--- config.mk ---
export PLATFORM = sky130hd
export DESIGN_NAME = pipe_stage_reg
export DESIGN_NICKNAME = d
export VERILOG_FILES = /design/src/rtl/pipe_pkg.sv /design/src/rtl/pipe_slot.sv /design/src/rtl/pipe_stage_reg.sv
export SDC_FILE = /design/constraint.sdc
export NUM_CORES = 1
export LEC_CHECK = 0
export ABC_AREA = 1
export CAP_MARGIN = 25
export CORE_UTILIZATION = 42
export CTS_CLUSTER_DIAMETER = 30
export DETAILED_ROUTE_END_ITERATION = 6
export PLACE_DENSITY = 0.8
export SETUP_SLACK_MARGIN = 0.2
export SYNTH_ARGS = -nofsm -noshare
export SYNTH_HDL_FRONTEND = slang
export SYNTH_SLANG_ARGS = --single-unit
export TNS_END_PERCENT = 100
--- constraint.sdc ---
create_clock -name clk_i -period 1.3 [get_ports clk_i]
set_input_delay 0.195 -clock clk_i [delete_from_list [all_inputs] [get_ports clk_i]]
set_output_delay 0.195 -clock clk_i [all_outputs]
set_load 0.01 [all_outputs]
--- src/rtl/pipe_pkg.sv ---
// pipe_pkg: shared constants for the elastic pipeline register family.
//   PIPE_NOP          - default payload loaded on reset/flush (the IF/ID NOP encoding)
//   SOF_FLUSH_WINS    - STALL_OVER_FLUSH value: flush beats stall
//   SOF_STALL_WINS    - STALL_OVER_FLUSH value: stall beats flush
//   pipe_ctrl_t       - resolved per-edge control for one stage
package pipe_pkg;

    localparam logic [31:0] PIPE_NOP       = 32'h0;
    localparam int          SOF_FLUSH_WINS = 0;
    localparam int          SOF_STALL_WINS = 1;

    typedef struct packed {
        logic stall;
        logic flush;
    } pipe_ctrl_t;

    // Reduce simultaneous stall/flush requests to a single winner.
    function automatic pipe_ctrl_t resolve_ctrl(input logic stall, input logic flush,
                                                input int stall_over_flush);
        pipe_ctrl_t c;
        if (stall_over_flush == SOF_STALL_WINS) begin
            c.stall = stall;
            c.flush = flush & ~stall;
        end else begin
            c.flush = flush;
            c.stall = stall & ~flush;
        end
        return c;
    endfunction

endpackage

--- src/rtl/pipe_slot.sv ---
// pipe_slot: one valid+data entry of the elastic pipeline register.
//   clk_i    clock
//   rst_i    synchronous active-high reset (valid=0, data=FLUSH_VAL)
//   clear_i  flush: same effect as reset
//   load_i   capture data_i and set valid
//   drop_i   clear valid only; data is kept so nothing undefined leaks out
//   data_i   payload to capture
//   valid_o  entry occupied
//   data_o   stored payload
module pipe_slot #(
    parameter int                 DATA_W    = 32,
    parameter logic [DATA_W-1:0]  FLUSH_VAL = '0
) (
    input  logic              clk_i,
    input  logic              rst_i,
    input  logic              clear_i,
    input  logic              load_i,
    input  logic              drop_i,
    input  logic [DATA_W-1:0] data_i,
    output logic              valid_o,
    output logic [DATA_W-1:0] data_o
);

    always_ff @(posedge clk_i) begin
        if (rst_i || clear_i) begin
            valid_o <= 1'b0;
            data_o  <= FLUSH_VAL;
        end else if (load_i) begin
            valid_o <= 1'b1;
            data_o  <= data_i;
        end else if (drop_i) begin
            valid_o <= 1'b0;
        end
    end

endmodule

--- src/rtl/pipe_stage_reg.sv ---
// pipe_stage_reg: parametrised elastic pipeline register with valid/ready
// handshake, stall, flush and enable.
//   DATA_W            payload width
//   FLUSH_VAL         payload loaded on reset/flush
//   SKID              0: single entry, ready combinational from out_ready_i
//                     1: main + skid entry, ready registered
//   STALL_OVER_FLUSH  1: stall wins over flush, 0: flush wins over stall
// Ports:
//   clk_i, rst_i (sync, active high), start_i (enable; low freezes stage)
//   in_valid_i / in_ready_o / in_data_i     upstream handshake
//   stall_i, flush_i                         hazard/branch control
//   out_valid_o / out_ready_i / out_data_o   downstream handshake
//   count_o                                  occupied entries
module pipe_stage_reg
    import pipe_pkg::*;
#(
    parameter int                 DATA_W           = 32,
    parameter logic [DATA_W-1:0]  FLUSH_VAL        = DATA_W'(PIPE_NOP),
    parameter int                 SKID             = 0,
    parameter int                 STALL_OVER_FLUSH = SOF_STALL_WINS
) (
    input  logic              clk_i,
    input  logic              rst_i,
    input  logic              start_i,
    input  logic              in_valid_i,
    output logic              in_ready_o,
    input  logic [DATA_W-1:0] in_data_i,
    input  logic              stall_i,
    input  logic              flush_i,
    output logic              out_valid_o,
    input  logic              out_ready_i,
    output logic [DATA_W-1:0] out_data_o,
    output logic [1:0]        count_o
);

    pipe_ctrl_t        ctrl;
    logic              normal;
    logic              clear;
    logic              accept;
    logic              pop;

    logic              m_valid;
    logic              m_load;
    logic              m_drop;
    logic [DATA_W-1:0] m_din;
    logic              s_valid;

    assign ctrl   = resolve_ctrl(stall_i, flush_i, STALL_OVER_FLUSH);
    // Any stall or flush request, even a losing one, blocks the handshake.
    assign normal = start_i & ~rst_i & ~stall_i & ~flush_i;
    assign clear  = start_i & ctrl.flush;

    assign out_valid_o = m_valid & start_i & ~stall_i & ~rst_i;
    assign accept      = in_valid_i & in_ready_o;
    assign pop         = out_valid_o & out_ready_i;
    assign count_o     = {1'b0, m_valid} + {1'b0, s_valid};

    pipe_slot #(.DATA_W(DATA_W), .FLUSH_VAL(FLUSH_VAL)) u_main (
        .clk_i   (clk_i),
        .rst_i   (rst_i),
        .clear_i (clear),
        .load_i  (m_load),
        .drop_i  (m_drop),
        .data_i  (m_din),
        .valid_o (m_valid),
        .data_o  (out_data_o)
    );

    generate
        if (SKID == 0) begin : g_single
            assign s_valid    = 1'b0;
            assign in_ready_o = normal & (~m_valid | out_ready_i);

            always_comb begin
                m_din  = in_data_i;
                m_load = normal & accept;
                m_drop = normal & pop & ~accept;
            end
        end else begin : g_skid
            logic              s_load;
            logic              s_drop;
            logic [DATA_W-1:0] s_data;

            // Ready depends only on skid occupancy, never on out_ready_i.
            assign in_ready_o = normal & ~s_valid;

            pipe_slot #(.DATA_W(DATA_W), .FLUSH_VAL(FLUSH_VAL)) u_skid (
                .clk_i   (clk_i),
                .rst_i   (rst_i),
                .clear_i (clear),
                .load_i  (s_load),
                .drop_i  (s_drop),
                .data_i  (in_data_i),
                .valid_o (s_valid),
                .data_o  (s_data)
            );

            always_comb begin
                m_load = 1'b0;
                m_drop = 1'b0;
                m_din  = in_data_i;
                s_load = 1'b0;
                s_drop = 1'b0;
                if (normal) begin
                    if (pop) begin
                        if (s_valid) begin
                            // Skid advances into main to preserve FIFO order.
                            m_load = 1'b1;
                            m_din  = s_data;
                            if (accept) s_load = 1'b1;
                            else        s_drop = 1'b1;
                        end else begin
                            if (accept) m_load = 1'b1;
                            else        m_drop = 1'b1;
                        end
                    end else if (accept) begin
                        // Fill main first so skid never holds a beat alone.
                        if (m_valid) s_load = 1'b1;
                        else         m_load = 1'b1;
                    end
                end
            end
        end
    endgenerate

endmodule

Word level (Yosys, flattened, before mapping)
Index checks and enable logic that the tools add are counted.
{"block": "word_totals", "ff_bits": 33, "latchBits": 0, "rom_bits": 0, "word_cells": 26, "out_inout_bits": 36, "mem_bits_rw": 0, "mem_count": 0, "in_bits": 39}
{"block": "classes", "n_eq_ne": 0, "magnitude_cmp": 0, "n_mux": 2, "bitwise": 20, "div_mod_pow": 0, "multipliers": 0, "reduce_logical": 2, "shifts": 0, "addsub": 0}
{"cell": "AND 1 bit", "count": 14}
{"cell": "NOT 1 bit", "count": 5}
{"cell": "two-way mux 1 bit", "count": 2}
{"cell": "nonzero test 2 bit", "count": 1}
{"cell": "logical OR 1 bit", "count": 1}
{"cell": "OR 1 bit", "count": 1}

Logic depth before layout (Yosys ltp)
Gate-level depths: netlist of run 1.
{"block": "logic_depth", "word_depth": 10, "mapped_depth": 8, "ltp_nobuf": 7}

Hierarchy
Synthesis of run 1 repeated with hierarchy kept, for this count alone.
{"block": "hier_totals", "hier_cells": 168, "area_unflattened_um2": 1403.8}
{"mod": "pipe_slot", "area_per_inst_um2": 1303.8, "instances": 1, "cells_each": 146, "seq_area_each_um2": 660.6}
{"mod": "pipe_stage_reg", "area_per_inst_um2": 100.1, "instances": 1, "cells_each": 22, "seq_area_each_um2": 0.0}

Least setup slack after synthesis of run 1
Ideal clock, no wire load.
{"block": "synth_path", "path_kind": "register to register", "startpoint": "register u_main.valid_o", "endpoint": "register u_main.data_o[21]", "period_less_slack_ps": 1027, "arrival_time_ps": 917, "required_time_ps": 1190, "setup_ps": 110, "n_path_buf": 1, "setup_slack_ps": 273, "stages_incl_launch_ff": 8, "path_cell_list": "dfxtp_1 nand2_1 nand2_1 nor2_4 buf_4 nand3_1 nand2_1 nor2_1"}
{"block": "synth_via", "elab_chain_len": 5}
{"element": "start, declared", "line_no": "pipe_slot.sv:20", "text": "output logic valid_o,"}
{"element": "start signal, assigned", "line_no": "pipe_slot.sv:26", "text": "valid_o <= 1'b0;"}
{"element": "start signal, assigned", "line_no": "pipe_slot.sv:29", "text": "valid_o <= 1'b1;"}
{"element": "start signal, assigned", "line_no": "pipe_slot.sv:32", "text": "valid_o <= 1'b0;"}
{"element": "NOT 1 bit", "line_no": "pipe_stage_reg.sv:72", "text": "assign in_ready_o = normal & (~m_valid | out_ready_i);"}
{"element": "OR 1 bit", "line_no": "pipe_stage_reg.sv:72"}
{"element": "AND 1 bit", "line_no": "pipe_stage_reg.sv:72"}
{"element": "AND 1 bit", "line_no": "pipe_stage_reg.sv:54", "text": "assign accept = in_valid_i & in_ready_o;"}
{"element": "AND 1 bit", "line_no": "pipe_stage_reg.sv:76", "text": "m_load = normal & accept;"}
{"element": "end signal, assigned", "line_no": "pipe_slot.sv:30", "text": "data_o <= data_i;"}
{"element": "end, declared", "line_no": "pipe_slot.sv:21", "text": "output logic [DATA_W-1:0] data_o"}
No other way between the ends.
A chain may end at the register's enable or synchronous reset.

Worst setup path after layout of run 1
{"block": "layout_path", "startpoint": "register u_main.valid_o", "endpoint": "register u_main.data_o[2]"}
The elaborated chain is that of the path after synthesis.

==> results.sh, run 1 <==
export IMPL_ir_drop_uv=440
export IMPL_io_buffers=73
export IMPL_antenna_found_initial=0
export IMPL_fin_nets=420
export IMPL_crit_type="flop to flop"
export IMPL_fin_crit_sh_pct=100
export IMPL_skew_ns=0.00120
export IMPL_chipWidth_um=66.5
export IMPL_ys_types=16
export IMPL_cts_buffer_depth=2
export IMPL_die_area_um2=4420
export IMPL_cts_tree="done"
export IMPL_crit_required_ns=1.52
export IMPL_yosys_warnings=0
export IMPL_track_usage_pct=25.6
export IMPL_rsz0062_at_grt="true"
export IMPL_synth_nets=330
export IMPL_area_growth_pct=73.0
export IMPL_nFillCells=312
export IMPL_period_needed_ns=1.30
export IMPL_gp_congestion=0.771
export IMPL_first_pass_iters=4
export IMPL_slew_viol_final=0
export IMPL_clk_latency_ns=0.28
export IMPL_grt_pass1_wl_um=8310
export IMPL_synth_area_um2=1750
export IMPL_core_rowCount=23
export IMPL_crit_path_cell_trace="buf_6 > a21oi_4 > nand3_4 > buf_12 > buf_16 > nand2_4 > inv_2 > nor2_1"
export IMPL_grt_max_degree=21
export IMPL_routed_wl_um=5190
export IMPL_setup_viol=1
export IMPL_die_height_um=66.5
export IMPL_syn_inst=291
export IMPL_power_leakage_nw=1.51
export IMPL_end_kind="flop"
export IMPL_cts_root_buf="clkbuf_8"
export IMPL_gr_total_overflow=0
export IMPL_route_detailed_wl_per_inst_um=12.0
export IMPL_hold_class="primary input to flop"
export IMPL_violations="negative setup slack"
export IMPL_hold_buffers=0
export IMPL_numClockSinks=33
export IMPL_cts_buffers=5
export IMPL_start_util_pct=43.7
export IMPL_power_density_nw_per_um2=732
export IMPL_cp_num_buf_inv=4
export IMPL_ys_ff_latch=33
export IMPL_antenna_cells=0
export IMPL_cp_max_fo=8
export IMPL_dp_hpwl_um=2750
export IMPL_ant_nets=0
export IMPL_worstPathArrival_ns=1.52
export IMPL_cp_start_kind="flop"
export IMPL_slowest_delay_ns=0.34
export IMPL_synth_seq_area_share_pct=37.8
export IMPL_final_hold_violation_count=0
export IMPL_fmax_ghz=0.769
export IMPL_r2r_slack_ns=-0.0004
export IMPL_max_cap_violations=0
export IMPL_first_global_vias=1822
export IMPL_vias=1921
export IMPL_h_tree_depth=2
export IMPL_drt_vias_per_instance=4.45
export IMPL_clk_pin_slew_ns=0.07
export IMPL_dr_first_iter_drc_count=78
export IMPL_io_pins=75
export IMPL_drive_gt1_share_pct=28.3
export IMPL_outcome="finished with violations"
export IMPL_syn_area_per_cell_um2=6.01
export IMPL_drc=0
export IMPL_crit_path_top_delay_cell="dfxtp_2"
export IMPL_place_ws_ns=-0.435
export IMPL_p_total_mw=2.21
export IMPL_crit_family="buffers and inverters"
export IMPL_worst_slack_ns=-0.000376
export IMPL_core_area_um2=4000
## kinds of logic after synthesis
logic type | count (synthesis) | synth area share (%)
buf+inv | 117 | 28.3
simple gates | 136 | 32.5
flops | 33 | 37.8
compound gates | 4 | 1.15
other cells | 1 | 0.215
## Yosys cell counts, drive strengths merged
master	instances	area share, %
o21ai	2	0.57
conb	1	0.21
clkbuf	1	0.21
inv	102	22
nand3	34	10
nand2	67	14
buf	14	6.2
a21oi	2	0.57
dfxtp	33	38
nor2	35	8.1
## flip-flops by register name, indices dropped and copies added (netlist names)
register / count
u_main.valid_o: 1
u_main.data_o: 32
## what timing repair did
| action | CTS | global route |
|---|---|---|
| endpoints found under the setup margin | 68 | 66 |
| setup buffers | 7 | 2 |
| cloned | 6 | 1 |
| resized for setup | 114 | 68 |
| pin swaps | 32 | 19 |
## where the power goes
group	leakage [nW]	total (mW)	internal, mW	switching [mW]
logic	1.20	0.425	0.227	0.198
clock network	0.0450	0.749	0.371	0.378
registers	0.267	1.04	1.03	0.00950
total	1.51	2.21	1.63	0.586
## layer usage
metal  up-vias  GRT usage, %  routed length, µm
met3        10          6.68                287
met1       876          29.0               2140
met2        54          46.6               2690
li1        981             -                  -
met4         0          7.71                 81
met5         -             0                  0
## final cells by class
class | count | area, µm² | area share, %
clock inverter | 2 | 10.0 | 0.331
inverter | 102 | 383 | 12.7
sequential | 33 | 662 | 21.9
timing repair buffer | 98 | 1050 | 34.9
tap | 50 | 62.6 | 2.07
clock buffer | 6 | 72.6 | 2.40
multi-input combinational | 141 | 779 | 25.8
## cells in the final DEF (no fill, tap or decap), types with 2 or more instances in the layout
cell and count:
clkinv_2 2, buf_6 9, nand3_1 30, buf_12 3, buf_16 6, nand2_4 11, clkdlybuf4s15_1 20, inv_1 84
nand3_2 2, clkdlybuf4s50_1 33, nand2_1 38, nor2_1 27, dfxtp_1 32, clkbuf_8 5, clkbuf_2 11, nor2_2 7
inv_2 18, nand2_2 18, nand3_4 2, dlygate4sd2_1 6, buf_4 8
## final timing paths
check / start / end / depth (start not counted)
max: u_main.valid_o$_SDFFE_PP0P_ / u_main.data_o[2]$_SDFFE_PP0P_ / 8
min: stall_i / u_main.valid_o$_SDFFE_PP0P_ / 5
max reg2reg: u_main.valid_o$_SDFFE_PP0P_ / u_main.data_o[2]$_SDFFE_PP0P_ / 8
min reg2reg: u_main.data_o[27]$_SDFFE_PP0P_ / u_main.data_o[27]$_SDFFE_PP0P_ / 4
## worst reg2reg max path: stages (launching register included)
cell and delay (ns):
dfxtp_2 0.34, buf_6 0.13, a21oi_4 0.14, nand3_4 0.14
buf_12 0.17, buf_16 0.14, nand2_4 0.06, inv_2 0.03
nor2_1 0.09
## per-stage QoR
step	hold slack [ns]	setup TNS (ns)	cells	area, µm²	utilization, %
floorplan	0.386	0	291	1750	-
global placement	0.494	-11.61	408	2510	62.7
detailed placement	0.499	-12.44	408	2510	62.7
CTS	0.467	-0.140	429	2940	73.4
global route	0.537	-0.854	432	3020	75.6
finish	0.512	-0.000376	432	3020	75.6
(Power assumes the default switching activity.)
==> run 2: changes to the inputs <==
--- a/config.mk
+++ b/config.mk
@@ -6,12 +6,13 @@
 export NUM_CORES = 1
 export LEC_CHECK = 0
 export ABC_AREA = 1
-export CAP_MARGIN = 25
+export CAP_MARGIN = 10
 export CORE_UTILIZATION = 42
 export CTS_CLUSTER_DIAMETER = 30
 export DETAILED_ROUTE_END_ITERATION = 6
 export PLACE_DENSITY = 0.8
 export SETUP_SLACK_MARGIN = 0.2
+export SKIP_LAST_GASP = 1
 export SYNTH_ARGS = -nofsm -noshare
 export SYNTH_HDL_FRONTEND = slang
 export SYNTH_SLANG_ARGS = --single-unit
==> results.sh, run 2 (synthesis gave the netlist of run 1 again) <==
export IMPL_outcome="finished with violations"
export IMPL_violations="negative setup slack"
export IMPL_first_pass_iters=4
export IMPL_min_delay_start="flush_i"
export IMPL_largest_register="u_main.data_o"
export IMPL_area_growth_pct=72.9
export IMPL_rr_worst_depth=9
export IMPL_holdPathEnd="u_main.valid_o$_SDFFE_PP0P_"
export IMPL_fin_nets=420
export IMPL_clk_latency_ns=0.29
export IMPL_die_area_um2=4420
export IMPL_largest_reg_flops=32
export IMPL_grt_pass1_wl_um=8380
export IMPL_cts_root_buf="clkbuf_8"
export IMPL_worstReg2RegEnd="u_main.data_o[13]$_SDFFE_PP0P_"
export IMPL_clockPowerShare_pct=33.8
export IMPL_power_density_nw_per_um2=734
export IMPL_dr_first_iter_drc_count=74
export IMPL_mostFrequentLayoutCells="87 x inv_1, 38 x nand2_1, 33 x clkdlybuf4s50_1, 32 x dfxtp_1, 30 x nand3_1"
export IMPL_cp_num_buf_inv=3
export IMPL_slowest_delay_ns=0.33
export IMPL_crit_family="simple AND/OR/NAND/NOR gates"
export IMPL_end_kind="flop"
export IMPL_ant_nets=0
export IMPL_vias=1929
export IMPL_cpMostUsedCell="nand2_1"
export IMPL_start_util_pct=43.7
export IMPL_cts_buffers=5
export IMPL_gp_congestion=0.771
export IMPL_crit_type="flop to flop"
export IMPL_hold_class="primary input to flop"
export IMPL_chipWidth_um=66.5
export IMPL_worstPathArrival_ns=1.51
export IMPL_cts_tree="done"
export IMPL_post_dp_cell_area_um2=2510
export IMPL_setup_viol=4
export IMPL_dp_hpwl_um=2750
export IMPL_final_common_cell="inv_1"
export IMPL_worst_slack_ns=-0.0231
export IMPL_antenna_found_initial=0
export IMPL_die_height_um=66.5
export IMPL_swShare_pct=26.7
export IMPL_cp_start_kind="flop"
export IMPL_drc=0
export IMPL_pwr_share_seq_pct=46.9
export IMPL_slew_viol_final=0
export IMPL_drt_vias_per_instance=4.47
export IMPL_io_buffers=73
export IMPL_path_depth=9
export IMPL_holdPathStages=4
export IMPL_route_detailed_wl_per_inst_um=12.5
export IMPL_rsz0062_at_grt="true"
export IMPL_multi_input_area_um2=787
export IMPL_skew_ns=0.00118
export IMPL_h_tree_depth=2
export IMPL_numPlacedInstances=408
export IMPL_antenna_cells=0
export IMPL_fin_crit_sh_pct=102
export IMPL_crit_path_top_delay_cell="dfxtp_2"
export IMPL_final_hold_violation_count=0
export IMPL_finalNonFillerCells=432
export IMPL_final_seq_area_um2=662
export IMPL_period_needed_ns=1.32
export IMPL_largest_registers="u_main.data_o: 32 flops, u_main.valid_o: 1 flops"
export IMPL_place_ws_ns=-0.435
export IMPL_crit_required_ns=1.48
export IMPL_fmax_ghz=0.756
export IMPL_cp_max_fo=8
export IMPL_clk_pin_slew_ns=0.07
export IMPL_first_global_vias=1805
export IMPL_max_cap_violations=0
export IMPL_track_usage_pct=26.0
export IMPL_rr_startpoint="u_main.valid_o$_SDFFE_PP0P_"
export IMPL_power_leakage_nw=1.51
export IMPL_core_area_um2=4000
export IMPL_internal_power_mw=1.63
export IMPL_gr_total_overflow=0
export IMPL_stdcell_area_um2=3020
export IMPL_numClockSinks=33
export IMPL_io_pins=75
export IMPL_grt_max_degree=21
export IMPL_r2r_slack_ns=-0.02
export IMPL_core_rowCount=23
export IMPL_drive_gt1_share_pct=27.7
export IMPL_cts_buffer_depth=2
export IMPL_nFillCells=325
export IMPL_routed_wl_um=5410
export IMPL_crit_path_cell_trace="nand2_1 > nand2_2 > nor2_4 > buf_6 > buf_4 > buf_12 > nand3_2 > nand2_1 > nor2_1"
export IMPL_switchingPower_mw=0.592
export IMPL_combPwrFrac_pct=19.3
export IMPL_ir_drop_uv=431
run 2: final cells by class:
| cell class | count | share of cell area (%) |
|---|---|---|
| Clock inverter | 2 | 0.331 |
| Sequential cell | 33 | 21.9 |
| Clock buffer | 6 | 2.40 |
| Tap cell | 50 | 2.07 |
| Timing Repair Buffer | 98 | 34.6 |
| Multi-Input combinational cell | 141 | 26.0 |
| Inverter | 102 | 12.7 |
run 2: power by group through the flow:
stage	registers, mW	clock network, mW	logic (mW)
2_1_floorplan	1.07	0	0.153
3_3_place_gp	1.06	0	0.342
3_5_place_dp	1.06	0	0.345
4_1_cts	1.04	0.766	0.390
5_1_grt	1.04	0.808	0.464
6_report	1.04	0.750	0.428
run 2: how the worst max path moves through the flow:
stage	startpoint	end
6_report	u_main.valid_o$_SDFFE_PP0P_	u_main.data_o[13]$_SDFFE_PP0P_
5_1_grt	u_main.valid_o$_SDFFE_PP0P_	u_main.data_o[0]$_SDFFE_PP0P_
4_1_cts	u_main.valid_o$_SDFFE_PP0P_	in_ready_o
3_5_place_dp	rst_i	in_ready_o
3_3_place_gp	start_i	in_ready_o
2_1_floorplan	u_main.valid_o$_SDFFE_PP0P_	u_main.data_o[21]$_SDFFE_PP0P_
run 2: tightest hold or removal path, delay by kind of cell:
family / cells / cell delay (ns)
buf+inv: 2 / 0.35
compound gates: 2 / 0.18
run 2: layer usage:
metal / wire [µm] / up-vias / track usage [%] / share of wire [%]
li1: - / 980 / - / -
met1: 2190 / 866 / 29.6 / 40
met2: 2790 / 68 / 46.4 / 52
met3: 282 / 15 / 6.68 / 5.2
met4: 147 / 0 / 9.04 / 2.7
met5: 0 / - / 0 / 0
run 2: repair_timing:
| item | CTS | global route |
|---|---|---|
| hold buffers | 0 | 0 |
| setup endpoints to repair | 68 | 66 |
| cloned | 6 | 0 |
| buffers inserted | 7 | 3 |
| gates resized for setup | 99 | 81 |
| pin swaps | 29 | 20 |
run 2: metrics by stage:
step	hold slack [ns]	power, mW	util [%]	setup TNS (ns)
after floorplan	0.386	1.22	-	0
after global placement	0.494	1.40	62.7	-11.61
after detailed placement	0.499	1.41	62.7	-12.44
after CTS	0.467	2.19	72.3	-0.270
after global routing	0.507	2.31	75.6	-0.976
final	0.481	2.22	75.6	-0.0411
==> run 3: changes to the inputs <==
--- a/config.mk
+++ b/config.mk
@@ -7,10 +7,9 @@
 export LEC_CHECK = 0
 export ABC_AREA = 1
 export CAP_MARGIN = 10
-export CORE_UTILIZATION = 42
+export CORE_UTILIZATION = 31
 export CTS_CLUSTER_DIAMETER = 30
 export DETAILED_ROUTE_END_ITERATION = 6
-export PLACE_DENSITY = 0.8
 export SETUP_SLACK_MARGIN = 0.2
 export SKIP_LAST_GASP = 1
 export SYNTH_ARGS = -nofsm -noshare
==> results.sh, run 3 (synthesis gave the netlist of run 1 again) <==
export IMPL_outcome="finished, final reports clean"
export IMPL_fin_nets=417
export IMPL_hold_class="primary input to flop"
export IMPL_stdcell_area_um2=3000
export IMPL_max_cap_violations=0
export IMPL_first_global_vias=1701
export IMPL_power_density_nw_per_um2=768
export IMPL_nFillCells=539
export IMPL_worstPathArrival_ns=1.52
export IMPL_core_area_um2=5270
export IMPL_io_pins=75
export IMPL_first_pass_iters=4
export IMPL_antenna_found_initial=0
export IMPL_gr_total_overflow=0
export IMPL_final_common_cell="inv_1"
export IMPL_final_hold_violation_count=0
export IMPL_fmax_ghz=0.774
export IMPL_slowest_delay_ns=0.34
export IMPL_numClockSinks=33
export IMPL_area_growth_pct=71.4
export IMPL_track_usage_pct=17.5
export IMPL_grt_max_degree=17
export IMPL_fin_crit_sh_pct=99.4
export IMPL_routed_wl_um=4840
export IMPL_largest_reg_flops=32
export IMPL_cts_root_buf="clkbuf_8"
export IMPL_ant_nets=0
export IMPL_largest_registers="u_main.data_o: 32 flops, u_main.valid_o: 1 flops"
export IMPL_worst_hold_slack_ns=0.462
export IMPL_io_buffers=73
export IMPL_rr_startpoint="u_main.valid_o$_SDFFE_PP0P_"
export IMPL_rr_worst_depth=8
export IMPL_setup_tns_ns=0
export IMPL_antenna_cells=0
export IMPL_crit_path_cell_trace="buf_6 > a21oi_4 > nand3_4 > buf_12 > buf_16 > nand2_1 > inv_1 > nor2_1"
export IMPL_core_rowCount=26
export IMPL_p_total_mw=2.30
export IMPL_grt_pass1_wl_um=8010
export IMPL_finalNonFillerCells=449
export IMPL_drt_vias_per_instance=4.01
export IMPL_cts_buffer_depth=2
export IMPL_dp_hpwl_um=2720
export IMPL_clockPowerShare_pct=37.3
export IMPL_r2r_slack_ns=0.008
export IMPL_numPlacedInstances=428
export IMPL_ir_drop_uv=415
export IMPL_cts_tree="done"
export IMPL_holdPathStages=4
export IMPL_swShare_pct=25.0
export IMPL_min_delay_start="flush_i"
export IMPL_crit_type="flop to flop"
export IMPL_die_height_um=77.1
export IMPL_power_leakage_nw=1.49
export IMPL_internal_power_mw=1.73
export IMPL_route_detailed_wl_per_inst_um=10.8
export IMPL_clk_pin_slew_ns=0.07
export IMPL_combPwrFrac_pct=17.6
export IMPL_start_util_pct=33.2
export IMPL_cp_max_fo=8
export IMPL_cp_start_kind="flop"
export IMPL_period_needed_ns=1.29
export IMPL_mostFrequentLayoutCells="99 x inv_1, 46 x nand2_1, 33 x nor2_1, 33 x clkdlybuf4s50_1, 32 x dfxtp_1"
export IMPL_end_kind="flop"
export IMPL_holdPathEnd="u_main.valid_o$_SDFFE_PP0P_"
export IMPL_pwr_share_seq_pct=45.2
export IMPL_largest_register="u_main.data_o"
export IMPL_crit_path_top_delay_cell="dfxtp_2"
export IMPL_crit_required_ns=1.53
export IMPL_drc=0
export IMPL_setup_viol=0
export IMPL_worstReg2RegEnd="u_main.data_o[11]$_SDFFE_PP0P_"
export IMPL_drive_gt1_share_pct=22.2
export IMPL_slew_viol_final=0
export IMPL_chipWidth_um=77.1
export IMPL_vias=1799
export IMPL_die_area_um2=5940
export IMPL_cts_buffers=5
export IMPL_switchingPower_mw=0.575
export IMPL_gp_congestion=0.735
export IMPL_post_dp_cell_area_um2=2530
export IMPL_dr_first_iter_drc_count=61
export IMPL_rsz0062_at_grt="true"
export IMPL_cp_num_buf_inv=4
export IMPL_skew_ns=0.00118
export IMPL_clk_latency_ns=0.28
export IMPL_crit_family="buffers and inverters"
export IMPL_h_tree_depth=2
[run 3: changes by cell type in the layout (fill, tap and decap cells not counted), moves of 2 or more]
cell,change
nor2_2,-7
nor2_1,+7
clkbuf_8,+2
nand3_1,-11
nand3_2,+11
clkbuf_2,-3
clkdlybuf4s15_1,+4
nand2_4,-12
buf_6,-4
nand2_2,+4
nand2_1,+8
inv_1,+12
inv_2,-12
[run 3: how the worst max path moves through the flow]
stage / end / depth (start not counted) / from
finish: u_main.data_o[11]$_SDFFE_PP0P_ / 8 / u_main.valid_o$_SDFFE_PP0P_
global route: u_main.data_o[20]$_SDFFE_PP0P_ / 8 / u_main.valid_o$_SDFFE_PP0P_
CTS: in_ready_o / 4 / u_main.valid_o$_SDFFE_PP0P_
detailed placement: in_ready_o / 5 / rst_i
global placement: in_ready_o / 5 / rst_i
floorplan: u_main.data_o[21]$_SDFFE_PP0P_ / 7 / u_main.valid_o$_SDFFE_PP0P_
[run 3: cell type report]
cell class | count | area [µm²] | share of cell area (%)
Clock buffer | 7 | 96.3 | 3.22
Clock inverter | 1 | 5.00 | 0.167
Inverter | 102 | 383 | 12.8
Multi-Input combinational cell | 141 | 741 | 24.7
Sequential cell | 33 | 662 | 22.1
Tap cell | 70 | 87.6 | 2.92
Timing Repair Buffer | 95 | 1020 | 34.1
[run 3: worst min-delay path: stages]
cell	delay, ns
dlygate4sd2_1	0.25
a21oi_4	0.05
nand3_4	0.14
a21oi_1	0.08
[run 3: repair_timing]
| item | in CTS | in global routing |
|---|---|---|
| hold buffers | 0 | 0 |
| pin swaps | 26 | 0 |
| gates cloned | 6 | 0 |
| buffers inserted | 6 | 1 |
| endpoints found under the setup margin | 67 | 63 |
| gates resized for setup | 110 | 35 |
[run 3: power groups by stage]
stage / Sequential [mW] / Clock, mW / Combinational (mW)
6_report: 1.04 / 0.858 / 0.404
5_1_grt: 1.04 / 0.930 / 0.446
3_5_place_dp: 1.06 / 0 / 0.347
3_3_place_gp: 1.06 / 0 / 0.344
2_1_floorplan: 1.07 / 0 / 0.153
4_1_cts: 1.04 / 0.884 / 0.402
[run 3: metrics by stage]
| step | worst slack, ns | util, % |
|---|---|---|
| 2_1_floorplan | 0.273 | - |
| 3_3_place_gp | -0.404 | 48.1 |
| 3_5_place_dp | -0.414 | 48.1 |
| 4_1_cts | -0.00515 | 56.6 |
| 5_1_grt | -0.0785 | 56.9 |
| 6_report | 0.00764 | 56.9 |
[run 3: per-layer routing]
metal | GRT usage [%] | wire length (µm)
met1 | 21.2 | 2270
met2 | 29.3 | 2250
met3 | 5.00 | 248
met4 | 6.23 | 76
met5 | 0 | 0
